## config.mk

```make
export PLATFORM = sky130hd
export DESIGN_NAME = sub_div_combine_4_bit
export DESIGN_NICKNAME = d
export VERILOG_FILES = /design/src/rtl/sub_div_combine_4_bit.sv
export SDC_FILE = /design/constraint.sdc
export NUM_CORES = 1
export LEC_CHECK = 0
export ABC_AREA = 1
export CORE_MARGIN = 2
export CORE_UTILIZATION = 46
export DETAILED_ROUTE_END_ITERATION = 7
export GPL_ROUTABILITY_DRIVEN = 0
export GPL_TIMING_DRIVEN = 0
export PLACE_DENSITY_LB_ADDON = 0.05
export SYNTH_ARGS = -nofsm -noshare
export SYNTH_HDL_FRONTEND = slang
export SYNTH_SLANG_ARGS = --single-unit
```

## constraint.sdc

```tcl
create_clock -name clk -period 1.7 [get_ports clk]
set_input_delay 0.34 -clock clk [delete_from_list [all_inputs] [get_ports clk]]
set_output_delay 0.34 -clock clk [all_outputs]
set_load 0.03 [all_outputs]
```

## src/rtl/sub_div_combine_4_bit.sv

```systemverilog
// sub_div_combine_4_bit: registered wrap-around subtraction plus an iterative
// restoring divider (one quotient bit per clock) under a start/busy/done
// handshake. Unsigned WIDTH-bit operands.
//
// Optional build macro SUB_BORROW_OUT_EN: adds output sub_borrow = (a < b),
// registered alongside Result_sub.
module sub_div_combine_4_bit #(
  parameter int WIDTH = 4
) (
  input  logic             clk,
  input  logic             rst_n,
  input  logic             start,
  input  logic [WIDTH-1:0] a,
  input  logic [WIDTH-1:0] b,
  output logic             busy,
  output logic             done,
  output logic             div_by_zero,
  output logic [WIDTH-1:0] Result_sub,
  output logic [WIDTH-1:0] Result_quo,
  output logic [WIDTH-1:0] Result_rem
`ifdef SUB_BORROW_OUT_EN
  ,
  output logic             sub_borrow
`endif
);

  localparam int CW = $clog2(WIDTH) + 1;

  typedef enum logic [1:0] {
    IDLE,
    BUSY,
    DONE
  } state_t;

  state_t           state;
  logic [WIDTH-1:0] divisor;
  logic [WIDTH-1:0] rem_q;
  logic [WIDTH-1:0] quo_q;
  logic [CW-1:0]    cnt;

  logic [WIDTH:0]   trial;
  logic [WIDTH-1:0] rem_next;
  logic [WIDTH-1:0] quo_next;

  // One restoring step: shift the next dividend bit into the partial
  // remainder; the full remainder is kept so divisors with the MSB set work.
  always_comb begin
    trial    = {rem_q, quo_q[WIDTH-1]};
    rem_next = trial[WIDTH-1:0];
    quo_next = {quo_q[WIDTH-2:0], 1'b0};
    if (trial >= {1'b0, divisor}) begin
      rem_next = WIDTH'(trial - {1'b0, divisor});
      quo_next = {quo_q[WIDTH-2:0], 1'b1};
    end
  end

  // Control FSM, subtract result and divider datapath with registered outputs.
  always_ff @(posedge clk) begin
    if (!rst_n) begin
      state       <= IDLE;
      busy        <= 1'b0;
      done        <= 1'b0;
      div_by_zero <= 1'b0;
      Result_sub  <= '0;
      Result_quo  <= '0;
      Result_rem  <= '0;
      divisor     <= '0;
      rem_q       <= '0;
      quo_q       <= '0;
      cnt         <= '0;
`ifdef SUB_BORROW_OUT_EN
      sub_borrow  <= 1'b0;
`endif
    end else begin
      case (state)
        IDLE, DONE: begin
          done  <= 1'b0;
          state <= IDLE;
          if (start) begin
            divisor     <= b;
            Result_sub  <= a - b;
`ifdef SUB_BORROW_OUT_EN
            sub_borrow  <= (a < b);
`endif
            div_by_zero <= 1'b0;
            rem_q       <= '0;
            quo_q       <= a;
            cnt         <= '0;
            if (b == '0) begin
              div_by_zero <= 1'b1;
              Result_quo  <= '1;
              Result_rem  <= a;
              done        <= 1'b1;
              state       <= DONE;
            end else begin
              busy  <= 1'b1;
              state <= BUSY;
            end
          end
        end
        BUSY: begin
          rem_q <= rem_next;
          quo_q <= quo_next;
          cnt   <= cnt + CW'(1);
          if (cnt == CW'(WIDTH - 1)) begin
            Result_quo <= quo_next;
            Result_rem <= rem_next;
            busy       <= 1'b0;
            done       <= 1'b1;
            state      <= DONE;
          end
        end
        default: begin
          busy  <= 1'b0;
          done  <= 1'b0;
          state <= IDLE;
        end
      endcase
    end
  end

endmodule
```

==> flow_metrics.env, run 1 <==
export IMPL_place_port_buffers=24
export IMPL_die_x_um=63.69
export IMPL_syn_inst=219
export IMPL_met2_length_mm=1.775
export IMPL_holdPathStages=3
export IMPL_ys_top_cells_by_count="nand2_1 (33), dfxtp_1 (31), inv_1 (31)"
export IMPL_ys_seq_elements=31
export IMPL_synth_compound_area_frac=0.1130
export IMPL_max_slew_margin=0.7240
export IMPL_irDropWorstVdd_v=0.0008338
export IMPL_routedWlPerCell_um=12.19
export IMPL_synth_xor_area_share=0.02137
export IMPL_synth_top_family_by_area="simple AND/OR/NAND/NOR gates"
export IMPL_ys_warn_count=0
export IMPL_ant_nets=0
export IMPL_crit_path_start_kind="primary input"
export IMPL_drt_met1_wl_mm=1.685
export IMPL_grt_pass1_wl_mm=6.120
export IMPL_viasPerCell=4.849
export IMPL_synth_simple_area_share=0.2878
export IMPL_min_delay_start="rst_n"
export IMPL_rows=21
export IMPL_maxCapViolCount=0
export IMPL_hold_class="primary input to register"
export IMPL_hpwlAfterDp_mm=2.708
export IMPL_reg2reg_from="quo_q[3]"
export IMPL_synth_edff_count=0
export IMPL_antenna_found_initial=0
export IMPL_grt_pass1_vias=1398
export IMPL_die_h_um=63.69
export IMPL_fin_nets=273
export IMPL_worstRegToRegCells=8
export IMPL_ctsHtreeMaxLevel=2
export IMPL_ys_types=31
export IMPL_dr_max_layer_used="met4"
export IMPL_grtUsageTotal=0.1968
export IMPL_status="finished, final reports clean"
export IMPL_endpoint_kind="register"
export IMPL_synth_top_area_share=0.3786
export IMPL_finalHoldViolCount=0
export IMPL_slew_viol_final=0
export IMPL_start_util=0.4836
export IMPL_dieArea_um2=4056
export IMPL_tightestPinTransition_ps=414.1
export IMPL_synth_ff_type="dfxtp_1"
export IMPL_areaGrowthSynthToFinish_pct=26.11
export IMPL_cts_tree="yes"
export IMPL_cts_root_buf="clkbuf_4"
export IMPL_period_share=0.9484
export IMPL_yosysMostFrequentCell="nand2_1"
export IMPL_clock_path_buffers=2
export IMPL_io_pins=26
export IMPL_slowest_delay_ps=480
export IMPL_worst_setup_path_type="primary input to register"
export IMPL_whs_ps=348.7
export IMPL_synthesis_nets=241
export IMPL_async_flop_share=0
export IMPL_synth_mux_area_frac=0
export IMPL_cellPowerDensity_nw_per_um2=960.4
export IMPL_holdBufCountCts=0
export IMPL_yosysSeqAreaShare=0.3786
export IMPL_grt_overflow=0
export IMPL_crit_fanout=3
export IMPL_numClockSinks=31
export IMPL_fin_crit_ps=1612
export IMPL_synthTopCellsByArea="dfxtp_1 (38%), nand2_1 (7.6%), inv_1 (7.1%)"
export IMPL_n_fill_cell=323
export IMPL_drt_total_wl_mm=3.633
export IMPL_syn_area_um2=1639
export IMPL_rrSetupSlack_ps=150
export IMPL_slowest_stage="clkdlybuf4s50_1"
export IMPL_cp_cell_sequence="clkdlybuf4s50_1, inv_1, ha_1, a21oi_1, o21ai_0, xor2_1, o21ai_1, inv_1"
export IMPL_drtIter0Drc=76
export IMPL_num_antenna_cells=0
export IMPL_p_leak_nw=1.101
export IMPL_worstSkewPairLatency_ps=330
export IMPL_crit_arrival_ps=1850
export IMPL_worst_clock_skew_ps=2.256
export IMPL_grt_max_degree=11
export IMPL_fin_tns_setup_ps=0
export IMPL_fmax_ghz=0.6202
export IMPL_yosys_area_share_adder=0.09313
export IMPL_wl_met3_um=123
export IMPL_crit_top_cell="inv_1"
export IMPL_first_pass_iters=4
export IMPL_reg2reg_to="rem_q[2]"
export IMPL_yosys_area_top_type="dfxtp_1"
export IMPL_rsz0062_at_grt="false"
export IMPL_worstHoldEndpoint="divisor[1]"
export IMPL_core_um2=3390
export IMPL_required_ps=1940
export IMPL_post_route_cells_drive_above_1_share=0.1468
export IMPL_clk_pin_slew_worst_paths_ps=100
export IMPL_dr_total_vias=1445
export IMPL_setup_viol=0
export IMPL_numCtsBuffers=5
export IMPL_syn_area_per_cell_um2=7.484
export IMPL_drc=0
area by class of cell:
cell class                 count  area (µm²)  share of cell area
timing repair buffer          25       255.2              0.1235
sequential                    31       621.8              0.3008
buffer                         6       31.28             0.01513
inverter                      36       142.6             0.06901
clock buffer                   6       51.30             0.02482
multi-input combinational    146       872.1              0.4219
clock inverter                 2       35.03             0.01695
tap                           46       57.56             0.02785
logic make-up after synthesis:
kind of cell,Yosys count
XOR/XNOR,4
adder cells (fa/ha/maj),11
buffers and inverters,42
AO/OA/AOI/OAI,35
AND/OR/NAND/NOR,96
flip-flops,31
state kept, by name, indices dropped and copies added (netlist names):
register,count
Result_sub,4
done,1
divisor,4
div_by_zero,1
state,1
quo_q,4
rem_q,4
Result_rem,4
busy,1
cnt,3
Result_quo,4
worst max-delay path by stage:
stage	startpoint	to	slack [ps]	cells after the start
after global placement	b[2]	Result_sub[3]	-240	8
after detailed placement	b[2]	Result_sub[3]	-250	8
after CTS	Result_sub[1]	Result_sub[1]	3	1
after global routing	divisor[1]	rem_q[2]	20	12
after floorplan	divisor[2]	rem_q[1]	260	10
final	b[2]	Result_sub[3]	90	8
power breakdown:
group | internal, mW | switching, mW | leakage [nW]
registers | 0.791 | 0.0361 | 0.255
clock network | 0.347 | 0.257 | 0.0482
logic | 0.205 | 0.349 | 0.798
total | 1.34 | 0.642 | 1.10
through the flow:
| step | worst slack (ps) | power (mW) | cell area [µm²] | instances | utilization |
|---|---|---|---|---|---|
| floorplan | 258.3 | 1.222 | 1639 | 219 | - |
| global placement | -244.0 | 1.384 | 1937 | 289 | 0.5714 |
| detailed placement | -252.9 | 1.388 | 1937 | 289 | 0.5714 |
| CTS | 2.902 | 1.982 | 2013 | 297 | 0.5939 |
| global route | 18.87 | 2.104 | 2067 | 298 | 0.6098 |
| finish | 87.71 | 1.985 | 2067 | 298 | 0.6098 |
critical path: cells and delay by family:
kind / cells / cell delay (ps)
XOR/XNOR: 1 / 150
buffers and inverters: 3 / 610
AO/OA/AOI/OAI: 3 / 420
adder cells (fa/ha/maj): 1 / 330
layer usage:
layer / global-route usage / vias up
met4: 0.07337 / 0
met5: 0 / -
met3: 0.05357 / 6
met2: 0.3237 / 26
met1: 0.2453 / 655
li1: - / 758
layout by cell type (no fill, tap or decap), types with 3 or more instances in the layout:
cell,count
dlygate4sd2_1,8
o21ai_0,12
o21ai_1,4
nand2_4,4
clkbuf_4,5
nor2_2,4
dfxtp_1,30
ha_1,8
nand3_1,13
inv_4,3
inv_1,31
nand4_1,5
a21oi_1,14
nand2_1,33
buf_2,3
nor2_1,27
dlymetal6s2s_1,7
clkdlybuf4s50_1,9
timing repair:
action / 4_1_cts / 5_1_grt
gates resized for setup: 8 / 13
endpoints found under the setup margin: 8 / 17
pin swaps: 0 / 1
setup buffers: 0 / 1
Power figures use the tool's default switching activity.
==> run 2: changes to the inputs <==
CTS_BUF_LIST = sky130_fd_sc_hd__clkbuf_2 sky130_fd_sc_hd__clkbuf_4 sky130_fd_sc_hd__clkbuf_8   (was unset)
GPL_ROUTABILITY_DRIVEN = 1   (was 0)
SKIP_LAST_GASP = 1   (was unset)
==> results of run 2 <==
No change in the layout: final DEF, timing and power equal those of run 1.
==> run 3: changes to the inputs <==
ABC_AREA = unset   (was 1)
==> run 3 against run 2 <==
The flow now finishes with violations (negative setup slack). Utilization rose by 4.0 points. Largest cell class unchanged. Critical path depth fell by 1. Worst setup slack got worse by 140 ps. First-iteration DRC count fell by 11%. Global-route usage rose by 3.7 points. Clock power fell by 26%.
==> flow_metrics.env, run 3 <==
export IMPL_worst_setup_path_type="register to register"
export IMPL_syn_area_per_cell_um2=8.557
export IMPL_numCtsBuffers=5
export IMPL_start_util=0.4769
export IMPL_slew_viol_final=0
export IMPL_dieArea_um2=3946
export IMPL_top_usage_layer="met2"
export IMPL_fin_nets=253
export IMPL_numClockSinks=31
export IMPL_path_buf_inv=2
export IMPL_crit_path_start_kind="register"
export IMPL_antenna_found_initial=0
export IMPL_grt_overflow=0
export IMPL_areaGrowthSynthToFinish_pct=36.16
export IMPL_hpwlAfterDp_mm=3.010
export IMPL_fin_tns_setup_ps=-199.2
export IMPL_viasPerCell=5.424
export IMPL_clk_pin_slew_worst_paths_ps=100
export IMPL_yosysSeqAreaShare=0.3899
export IMPL_grt_pass1_wl_mm=7.107
export IMPL_irDropWorstVdd_v=0.0004756
export IMPL_switchingPower_mw=0.5351
export IMPL_fmax_ghz=0.5696
export IMPL_async_flop_share=0
export IMPL_ys_types=40
export IMPL_die_h_um=62.82
export IMPL_final_cell_mix="nand2_1 (28), dfxtp_1 (25), nor2_1 (17), a21oi_1 (17), buf_4 (13)"
export IMPL_syn_area_um2=1592
export IMPL_clock_path_buffers=2
export IMPL_fin_crit_ps=1756
export IMPL_ctsHtreeMaxLevel=2
export IMPL_synth_ff_type="dfxtp_1"
export IMPL_cp_cell_sequence="inv_2, ha_4, nand2b_4, a2111oi_4, buf_4, or4_4, a31oi_1"
export IMPL_seqCellArea_um2=628.1
export IMPL_status="finished, violations left"
export IMPL_intPower_mw=1.169
export IMPL_drt_total_wl_mm=4.252
export IMPL_routabilityCongestion=0.8315
export IMPL_crit_arrival_ps=2020
export IMPL_dr_total_vias=1508
export IMPL_pwr_share_seq=0.472
export IMPL_required_ps=1960
export IMPL_synth_edff_count=0
export IMPL_grtUsageMet3=0.07027
export IMPL_routedWlPerCell_um=15.29
export IMPL_crit_fanout=6
export IMPL_n_fill_cell=309
export IMPL_power_frac_clock=0.263
export IMPL_hold_class="primary input to register"
export IMPL_grt_pass1_vias=1508
export IMPL_maxCapViolCount=0
export IMPL_use_met1=0.2804
export IMPL_grtUsageTotal=0.2337
export IMPL_synth_top_area_share=0.3899
export IMPL_ys_top_cells_by_count="dfxtp_1 (31), nand2_1 (28), a21oi_1 (17), nor2_1 (17), o21ai_0 (12)"
export IMPL_synthesis_nets=208
export IMPL_ant_nets=0
export IMPL_power_frac_comb=0.265
export IMPL_endpoint_kind="register"
export IMPL_yosysMostFrequentCell="dfxtp_1"
export IMPL_cp_top_family="simple AND/OR/NAND/NOR gates"
export IMPL_period_share=1.033
export IMPL_fin_area_um2=2167
export IMPL_syn_inst=186
export IMPL_drc=0
export IMPL_p_leak_nw=1.043
export IMPL_grt_max_degree=11
export IMPL_core_um2=3337
export IMPL_finalHoldViolCount=0
export IMPL_setup_viol=6
export IMPL_final_common_cell="nand2_1"
export IMPL_place_port_buffers=25
export IMPL_first_pass_iters=4
export IMPL_place_area_um2=1918
export IMPL_post_route_util=0.6494
export IMPL_io_pins=26
export IMPL_num_antenna_cells=0
export IMPL_cts_tree="yes"
export IMPL_whs_ps=302.3
export IMPL_ys_seq_elements=31
export IMPL_switching_share=0.3141
export IMPL_die_x_um=62.82
export IMPL_drtIter0Drc=68
export IMPL_cellPowerDensity_nw_per_um2=786.2
export IMPL_cts_root_buf="clkbuf_4"
export IMPL_rsz0062_at_grt="true"
export IMPL_ys_warn_count=0
export IMPL_worst_clock_skew_ps=5.121
export IMPL_synthTopCellsByArea="dfxtp_1 (39%), ha_1 (7.1%), nand2_1 (6.6%)"
export IMPL_multi_input_area_um2=983.4
export IMPL_max_slew_margin=0.6754
export IMPL_yosys_area_top_type="dfxtp_1"
export IMPL_rows=21
export IMPL_post_route_cells_drive_above_1_share=0.2112
export IMPL_worstSkewPairLatency_ps=340
export IMPL_slowest_delay_ps=500
export IMPL_violations="negative setup slack"
export IMPL_use_met2=0.3978
export IMPL_tightestPinTransition_ps=486.8
export IMPL_slowest_stage="or4_4"
export IMPL_setup_slack_ps=-55.69
[run 3: path summary, 6_finish.rpt]
| kind | slack [ps] | end | start | cells after the start |
|---|---|---|---|---|
| worst min register to register | 460 | div_by_zero | div_by_zero | 2 |
| worst max register to register | -60 | rem_q[0] | quo_q[3] | 7 |
| worst max-delay path | -60 | rem_q[0] | quo_q[3] | 7 |
| worst min-delay path | 300 | divisor[2] | b[2] | 3 |
[run 3: kinds of logic (layout without fill, tap and decap cells)]
kind of cell / Yosys count / after routing / synth area share
compound gates: 57 / 57 / 0.2555
xor+xnor: 3 / 3 / 0.01651
fa+ha+maj: 11 / 11 / 0.09591
buf+inv: 18 / 64 / 0.04403
flops: 31 / 31 / 0.3899
simple gates: 66 / 66 / 0.1981
[run 3: worst min-delay path, stage by stage]
cell and delay (ps):
dlymetal6s2s_1 150, nand2_1 70, a21oi_1 50
[run 3: layout make-up]
type / instances / share of cell area
flip-flops and latches: 31 / 0.2898
repair buffers: 38 / 0.1703
plain buffers: 7 / 0.01386
clock buffers: 7 / 0.02425
inverters: 11 / 0.01905
clock inverters: 1 / 0.002309
multi-input cells: 137 / 0.4538
well taps: 46 / 0.02656
[run 3: metrics by stage]
step | power [mW] | setup WS (ps) | instances
2_1_floorplan | 1.082 | 17.58 | 186
3_3_place_gp | 1.202 | -528.6 | 257
3_5_place_dp | 1.212 | -539.3 | 257
4_1_cts | 1.684 | -55.68 | 269
5_1_grt | 1.796 | -107.3 | 278
6_report | 1.704 | -55.69 | 278
[run 3: power groups by stage]
| stage | Clock, mW | Combinational [mW] | Sequential (mW) |
|---|---|---|---|
| after detailed placement | 0 | 0.394 | 0.817 |
| after floorplan | 0 | 0.241 | 0.841 |
| after CTS | 0.457 | 0.423 | 0.803 |
| final | 0.448 | 0.452 | 0.804 |
| after global routing | 0.491 | 0.496 | 0.810 |
| after global placement | 0 | 0.387 | 0.815 |
[run 3: timing repair]
| action | 4_1_cts | 5_1_grt |
|---|---|---|
| resized for setup | 19 | 19 |
| setup buffers | 4 | 11 |
| hold buffers | 0 | 0 |
| pin swaps | 5 | 11 |
| endpoints found under the setup margin | 15 | 26 |
[run 3: metal layers]
metal / part of all wire / wire length [µm]
met5: 0 / 0
met3: 0.048 / 203
met4: 0.014 / 59
met1: 0.44 / 1882
met2: 0.50 / 2106
